`config.mk`:
```
export PLATFORM = sky130hd
export DESIGN_NAME = dispatch_partial_ctrl
export DESIGN_NICKNAME = d
export VERILOG_FILES = /design/src/rtl/dispatch_partial_ctrl.sv
export SDC_FILE = /design/constraint.sdc
export NUM_CORES = 1
export LEC_CHECK = 0
export ABC_AREA = 1
export BUFFER_PORTS_ARGS = -buffer_cell sky130_fd_sc_hd__buf_2
export CAP_MARGIN = 10
export CELL_PAD_IN_SITES_DETAIL_PLACEMENT = 0
export CELL_PAD_IN_SITES_GLOBAL_PLACEMENT = 1
export CORE_AREA = 8 8 253 255
export CTS_BUF_LIST = sky130_fd_sc_hd__clkbuf_8
export DETAILED_ROUTE_END_ITERATION = 12
export DIE_AREA = 0 0 261 263
export PLACE_DENSITY = 0.86
export SYNTH_ARGS = -nofsm -noshare
export SYNTH_HDL_FRONTEND = slang
export SYNTH_SLANG_ARGS = --single-unit
```
`constraint.sdc`:
```
create_clock -name clk -period 14 [get_ports clk]
set_clock_uncertainty 0.1 [all_clocks]
set_input_delay 1.4 -clock clk [delete_from_list [all_inputs] [get_ports clk]]
set_output_delay 1.4 -clock clk [all_outputs]
set_load 0.1 [all_outputs]
```
`src/rtl/dispatch_partial_ctrl.sv`:
```
// dispatch_partial_ctrl: in-order partial dispatch of a held rename bundle into IQ/AL/LSQ
// with saturating partial/full stall statistics.
module dispatch_partial_ctrl #(
   parameter int DISPATCH_WIDTH = 4,
   parameter int PKT_W          = 64,
   parameter int OCC_W          = 8,
   parameter int PERF_CNT_W     = 32
) (
   input  logic                            clk,
   input  logic                            reset,
   input  logic                            recoverFlag_i,
   input  logic [DISPATCH_WIDTH-1:0]       renameValid_i,
   input  logic [DISPATCH_WIDTH*PKT_W-1:0] renamePkt_i,
   input  logic [DISPATCH_WIDTH-1:0]       isLoad_i,
   input  logic [DISPATCH_WIDTH-1:0]       isStore_i,
   output logic                            renameReady_o,
   input  logic [OCC_W-1:0]                iqCnt_i,
   input  logic [OCC_W-1:0]                alCnt_i,
   input  logic [OCC_W-1:0]                ldqCnt_i,
   input  logic [OCC_W-1:0]                stqCnt_i,
   input  logic [OCC_W-1:0]                iqSize_i,
   input  logic [OCC_W-1:0]                alSize_i,
   input  logic [OCC_W-1:0]                lsqSize_i,
   output logic [DISPATCH_WIDTH-1:0]       dispValid_o,
   output logic [DISPATCH_WIDTH*PKT_W-1:0] dispPkt_o,
   output logic [DISPATCH_WIDTH-1:0]       dispLoad_o,
   output logic [DISPATCH_WIDTH-1:0]       dispStore_o,
   output logic                            stallIq_o,
   output logic                            stallAl_o,
   output logic                            stallLdq_o,
   output logic                            stallStq_o,
   output logic [PERF_CNT_W-1:0]           partialCnt_o,
   output logic [PERF_CNT_W-1:0]           fullStallCnt_o
);
   localparam int W = DISPATCH_WIDTH;
   logic [W-1:0] pend_q, pend_d, ld_q, ld_d, st_q, st_d, disp;
   logic [W*PKT_W-1:0] pkt_q, pkt_d;
   logic [PERF_CNT_W-1:0] part_q, part_d, full_q, full_d;
   logic [OCC_W:0] n, l, s;
   logic ok, first, f_iq, f_al, f_ld, f_st, accept, active;
   logic stall_iq, stall_al, stall_ld, stall_st;
   // Cumulative sums are one bit wider than the occupancies so size<occupancy never wraps into a fit.
   always_comb begin
      n = '0;
      l = '0;
      s = '0;
      ok = 1'b1;
      first = 1'b1;
      disp = '0;
      f_iq = 1'b0;
      f_al = 1'b0;
      f_ld = 1'b0;
      f_st = 1'b0;
      {stall_iq, stall_al, stall_ld, stall_st} = '0;
      for (int i = 0; i < W; i++) begin
         n = n + (OCC_W+1)'(pend_q[i]);
         l = l + (OCC_W+1)'(pend_q[i] & ld_q[i]);
         s = s + (OCC_W+1)'(pend_q[i] & st_q[i]);
         f_iq = ({1'b0, iqCnt_i} + n) <= {1'b0, iqSize_i};
         f_al = ({1'b0, alCnt_i} + n) <= {1'b0, alSize_i};
         f_ld = ({1'b0, ldqCnt_i} + l) <= {1'b0, lsqSize_i};
         f_st = ({1'b0, stqCnt_i} + s) <= {1'b0, lsqSize_i};
         disp[i] = pend_q[i] & ok & f_iq & f_al & f_ld & f_st & ~recoverFlag_i & ~reset;
         if (pend_q[i] & ~disp[i] & first & ~reset) begin
            first = 1'b0;
            {stall_iq, stall_al, stall_ld, stall_st} = {~f_iq, ~f_al, ~f_ld, ~f_st};
         end
         ok = ok & ~(pend_q[i] & ~disp[i]);
      end
   end
   always_comb begin
      renameReady_o = ~reset & ~recoverFlag_i & ((pend_q & ~disp) == '0);
      accept = renameReady_o & (|renameValid_i);
      active = (|pend_q) & ~recoverFlag_i & ~reset;
      pend_d = recoverFlag_i ? '0 : accept ? renameValid_i : pend_q & ~disp;
      pkt_d = accept ? renamePkt_i : pkt_q;
      ld_d = accept ? isLoad_i : ld_q;
      st_d = accept ? isStore_i : st_q;
      part_d = (active & (|disp) & (disp != pend_q) & ~(&part_q)) ? part_q + 1'b1 : part_q;
      full_d = (active & ~(|disp) & ~(&full_q)) ? full_q + 1'b1 : full_q;
   end
   always_ff @(posedge clk) begin
      if (reset) begin
         pend_q <= '0;
         part_q <= '0;
         full_q <= '0;
      end else begin
         pend_q <= pend_d;
         part_q <= part_d;
         full_q <= full_d;
      end
      pkt_q <= pkt_d;
      ld_q <= ld_d;
      st_q <= st_d;
   end
   assign dispValid_o = disp;
   assign dispPkt_o = reset ? '0 : pkt_q;
   assign dispLoad_o = disp & ld_q;
   assign dispStore_o = disp & st_q;
   assign stallIq_o = stall_iq;
   assign stallAl_o = stall_al;
   assign stallLdq_o = stall_ld;
   assign stallStq_o = stall_st;
   assign partialCnt_o = part_q;
   assign fullStallCnt_o = full_q;
endmodule

```
* Yosys cells after proc, flatten, opt, wreduce, memory -nomap -nowiden
Cells that the tools add are included.
** Operators by class
- Add/subtract/negate cells :: 27
- $lt $le $gt $ge :: 16
- Eq/ne operators :: 1
- Multiplexer cells :: 21
- Bitwise logic cells :: 90
- Reduce and logical (&&, ||, !) cells :: 7
** Operator list (count)
- 256-bit 2-to-1 mux :: 1
- 9-bit by 8-bit <= comparator with 1-bit output :: 16
- 32-bit by 1-bit adder with 32-bit output (second input constant) :: 2
- 32-bit AND reduction :: 2
- 1-bit AND :: 58
- 8-bit by 1-bit adder with 9-bit output :: 4
- 8-bit by 2-bit adder with 9-bit output :: 4
- 8-bit by 3-bit adder with 9-bit output :: 4
- 8-bit by 4-bit adder with 9-bit output :: 4
- 1-bit NOT :: 28
- 1-bit 2-to-1 mux :: 19
- 3-bit by 1-bit adder with 4-bit output :: 3
- 4-bit AND :: 3
- 4-bit OR reduction :: 3
- 2-bit by 1-bit adder with 3-bit output :: 3
- 1-bit by 1-bit adder with 2-bit output :: 3
- 4-bit logical NOT :: 1
- 4-bit 2-to-1 mux :: 1
- 4-bit != test :: 1
- 4-bit NOT :: 1
- 2-bit OR reduction :: 1
** Word-level totals
- Register bits :: 332
- Bits of input ports :: 327
- Output and inout bits :: 337

* Longest topological paths before layout
- Word-level depth :: 46
- Gate-level depth with buffers :: 45
- Depth with buffers taken out :: 44

* Worst setup path before layout
Ideal clock, no wire load.
- Path type :: input port to flip-flop
- From :: input port ldqCnt_i[0]
- To :: register ld_q[0] (enable)
- Setup time :: 616 ps
- Arrival time :: 13596 ps
- Data required time :: 13284 ps
- Slack :: -312 ps
- Stages on the path :: 35
- Buffers on the path :: 0
- Path through :: ha_1 > ha_1 > nand2_1 > nor2_1 > nand2_1 > xor2_1 > ha_1 > a21o_1 > a21oi_1 > nand2_1 > nand2_1 > nand2_1 > nor2_1 > nand3_4 > ha_1 > nor3_1 > inv_1 > nor2_1 > nand3_2 > ha_1 > nor2_1 > inv_1 > nor3_1 > nand2_1 > nor2_1 > nand3_4 > ha_1 > inv_1 > nand4_1 > nor2_1 > nand3_1 > ha_1 > nor3_1 > o41ai_1 > inv_1
** On the way
- Word-level cells in the longest chain between the ends :: 43
** Ends and longest elaborated chain
- start: declaration :: RTL line 19 : input logic [OCC_W-1:0] ldqCnt_i,
- 8-bit by 1-bit adder with 9-bit output :: RTL line 61 : f_ld = ({1'b0, ldqCnt_i} + l) <= {1'b0, lsqSize_i};
- 9-bit by 8-bit <= comparator with 1-bit output :: RTL line 61
- 1-bit AND (4 in a row) :: RTL line 63 : disp[i] = pend_q[i] & ok & f_iq & f_al & f_ld & f_st & ~recoverFlag_i & ~reset;
- 1-bit NOT :: RTL line 68 : ok = ok & ~(pend_q[i] & ~disp[i]);
- 1-bit AND :: RTL line 68
- 1-bit NOT :: RTL line 68
- 1-bit AND (7 in a row) :: RTL line 63
- 1-bit NOT :: RTL line 68
- [... 14 more ...]
- 1-bit AND (7 in a row) :: RTL line 63
- 4-bit NOT (*) :: RTL line 72 : renameReady_o = ~reset & ~recoverFlag_i & ((pend_q & ~disp) == '0);
- 4-bit AND (*) :: RTL line 72
- 4-bit logical NOT (*) :: RTL line 72
- 1-bit AND (*) :: RTL line 72
- net renameReady_o :: RTL line 16 : output logic renameReady_o,
- 1-bit AND (*) :: RTL line 73 : accept = renameReady_o & (|renameValid_i);
- net accept :: RTL line 40 : logic ok, first, f_iq, f_al, f_ld, f_st, accept, active;
- end signal: assignment :: RTL line 93 : ld_q <= ld_d;
- end: declaration :: RTL line 36 : logic [W-1:0] pend_q, pend_d, ld_q, ld_d, st_q, st_d, disp;
Mark *: on every way through the listed nets, which the timed path passes. The rest lies on a longest branch.
A chain may end at the register's enable or synchronous reset.

* Worst setup path after layout
- From :: register pend_q[0]
- To :: output port renameReady_o
** On the way
- Word-level cells in the longest chain between the ends :: 44
** Ends and longest elaborated chain
- start: declaration :: RTL line 36
- start signal: assignment :: RTL line 88 : pend_q <= pend_d;
- 8-bit by 1-bit adder with 9-bit output :: RTL line 59 : f_iq = ({1'b0, iqCnt_i} + n) <= {1'b0, iqSize_i};
- 9-bit by 8-bit <= comparator with 1-bit output :: RTL line 59
- 1-bit AND (6 in a row) :: RTL line 63
- 1-bit NOT :: RTL line 68
- 1-bit AND :: RTL line 68
- 1-bit NOT :: RTL line 68
- 1-bit AND (7 in a row) :: RTL line 63
- 1-bit NOT :: RTL line 68
- [... 11 more ...]
- 1-bit AND :: RTL line 68
- 1-bit NOT :: RTL line 68
- 1-bit AND :: RTL line 68
- 1-bit AND (7 in a row) :: RTL line 63
- 4-bit NOT :: RTL line 72
- 4-bit AND (*) :: RTL line 72
- 4-bit logical NOT (*) :: RTL line 72
- 1-bit AND (*) :: RTL line 72
- end: declaration :: RTL line 16
Every way passes the cells marked *; elsewhere a longest branch is shown, timed or not.

==> run summary <==
die height -> 263 um
actual slew at the worst max-slew pin -> 1.04 ns
Worst-path clk slew -> 0.06 ns
Top FF cell, synth -> edfxtp_1
PD cells -> 104 nW/um^2
final WL -> 86.7 mm
status -> finished clean
RSZ-0062 raised after global routing -> false
Longest Clk Path Bufs -> 3
VDD IR max -> 0.114 mV
first-pass GRT wire length -> 124 mm
CTS Hold Bufs -> 0
WP data arrival -> 7.57 ns
DRT antenna net count -> 0
Inst Count DP -> 3827
Hold Crit Class -> reg -> reg
Worst slew margin -> 0.305
number of flops mapped to enable cells by yosys -> 264
FMAX -> 110 MHz
First-pass DRT Iterations -> 5
endpoints failing hold -> 0
Synth warnings -> 0
GP Congestion -> 0.927
Slowest cell on crit path -> dfxtp_1
vias in the first global route -> 18405
Clock Latency Late Sink -> 0.63 ns
# clock sinks -> 332
via count -> 18590
Critical Path RT -> 12.50 ns
DRC Markers -> 0
core area -> 59900 sq um
final non-filler cell total -> 3964
syn_nets -> 2967
Max-Cap Viols -> 0
setup violators final -> 0
CP peak stage delay -> 0.65 ns
Yosys top cell by area -> edfxtp_1
initial antenna violation count -> 59
Ports -> 664
initial core utilization -> 0.342
P&R area growth vs syn -> 26.2%
Tmin final -> 9.07 ns
CTS Root Cell -> clkbuf_8
Overall Global Routing Usage -> 0.247
share of cells above drive strength 1 -> 0.252
chip width -> 261 um
Leak -> 0.0135 uW
hpwl dp -> 70.4 mm
CTS tree -> done
WS Path Type -> reg -> out
per-cell routed wire length -> 21.9 um
Setup WS post-layout -> 4.93 ns
post-synthesis register bit count -> 332
global route overflow -> 0
register area share after synthesis -> 0.453
most common cell in the netlist -> inv_1
largest net degree at the start of global routing -> 141
Cell Rows -> 90
PortBufs -> 663
Post-Synthesis Cell Area -> 20500 sq um
quantity of gates resized following cts -> 0
routed vias/inst -> 4.69
fin nets -> 3639
post-synth cell types -> 44
CTS Buf Count -> 66
Mapped Cells -> 2441
Post-synth top cells -> 525 x inv_1, 414 x nor2_1, 390 x nand2_1
top cell type's share of synthesized area -> 0.387
reg2reg setup slack -> 5.60 ns
synth top area cells -> edfxtp_1 39%, ha_1 11%, inv_1 9.6%
die footprint -> 68600 sq um
setup TNS -> 0 ns
crit-path max FO -> 8
filler instances -> 6240
CP endpoint kind -> primary output
CTS H-Tree Depth -> 3
initial DRC count -> 1327
pre-CTS WS -> 4.99 ns
Final Core Density -> 0.432
setup repair bufs after CTS -> 0
fraction of registers with async set/reset -> 0
Tcrit/Tclk final -> 0.648
syn avg cell area -> 8.40 sq um
fin. max-slew vios -> 0
Startpoint Class -> flop
layout by cell type (no fill, tap or decap), types with 2 or more instances in the layout:
master,n
diode_2,19
edfxtp_1,264
nor2_1,414
nor3_1,38
inv_2,3
o22ai_1,2
a21o_1,13
buf_2,662
o21ai_1,2
clkinv_1,12
xnor2_1,18
buf_4,8
clkbuf_8,71
nor2_2,5
nand2_2,14
o21ai_0,17
inv_1,546
nor2_4,3
and3_1,12
nand3_2,5
a31oi_1,4
nand3_1,124
nand3_4,2
o211ai_1,3
nor4_1,13
clkinvlp_4,4
nand3b_1,2
dfxtp_1,68
bufinv_16,2
nand2_1,390
clkinv_2,9
ha_1,181
nand4_1,36
nor3_2,2
o2111ai_1,2
fa_1,18
a21oi_1,77
xor2_1,104
per-stage QoR:
stage	instance area (sq um)	hold WS, ns	total power, uW
global placement	24600	0.368	1760
finish	25900	0.396	2700
floorplan	20500	0.592	1600
global route	25900	0.444	2830
detailed placement	24600	0.383	1760
CTS	25800	0.398	2750
cells by family after synthesis:
| family | share of synthesized area |
|---|---|
| buf+inv | 0.113 |
| flops | 0.453 |
| fa+ha+maj | 0.128 |
| xor+xnor | 0.0521 |
| compound gates | 0.0353 |
| simple gates | 0.219 |
worst max-delay path, delay by kind of cell, from the launching register on:
| kind | cells | cell delay (ns) |
|---|---|---|
| fa+ha+maj | 7 | 1.69 |
| flops | 1 | 0.65 |
| compound gates | 2 | 0.27 |
| buf+inv | 5 | 0.91 |
| simple gates | 21 | 3.25 |
| xor+xnor | 1 | 0.16 |
worst paths after layout:
kind                            cells after the start                 end          startpoint
worst max-delay path                               36       renameReady_o           pend_q[0]
worst min-delay path                                2  fullStallCnt_o[31]  fullStallCnt_o[31]
worst max register to register                     38           pkt_q[34]           pend_q[0]
worst min register to register                      2  fullStallCnt_o[31]  fullStallCnt_o[31]
registers in the layout (all words and copies together) (netlist names):
name / flops
st_q: 4
pkt_q: 256
partialCnt_o: 32
pend_q: 4
fullStallCnt_o: 32
ld_q: 4
power breakdown:
| group | internal (uW) | switching (uW) | leakage (uW) |
|---|---|---|---|
| sequential | 1110 | 17.1 | 0.00300 |
| combinational | 131 | 480 | 0.00977 |
| clock | 507 | 456 | 0.000719 |
final cells by class:
type,count,area (sq um),share of cell area
Sequential cell,332,9290,0.359
Multi-Input combinational cell,1510,8920,0.345
Timing Repair Buffer,672,3410,0.132
Inverter,531,2000,0.0771
Tap cell,782,978,0.0378
Clock buffer,71,977,0.0377
Clock inverter,47,272,0.0105
Antenna cell,19,47.5,0.00184
metal layers:
layer,vias up,part of all wire,track usage
met1,8619,0.37,0.275
met2,751,0.49,0.424
met4,4,0.032,0.0872
met5,-,0.00031,0
li1,9049,-,-
met3,167,0.10,0.0975
No activity file was read; power rests on OpenSTA's default activity.
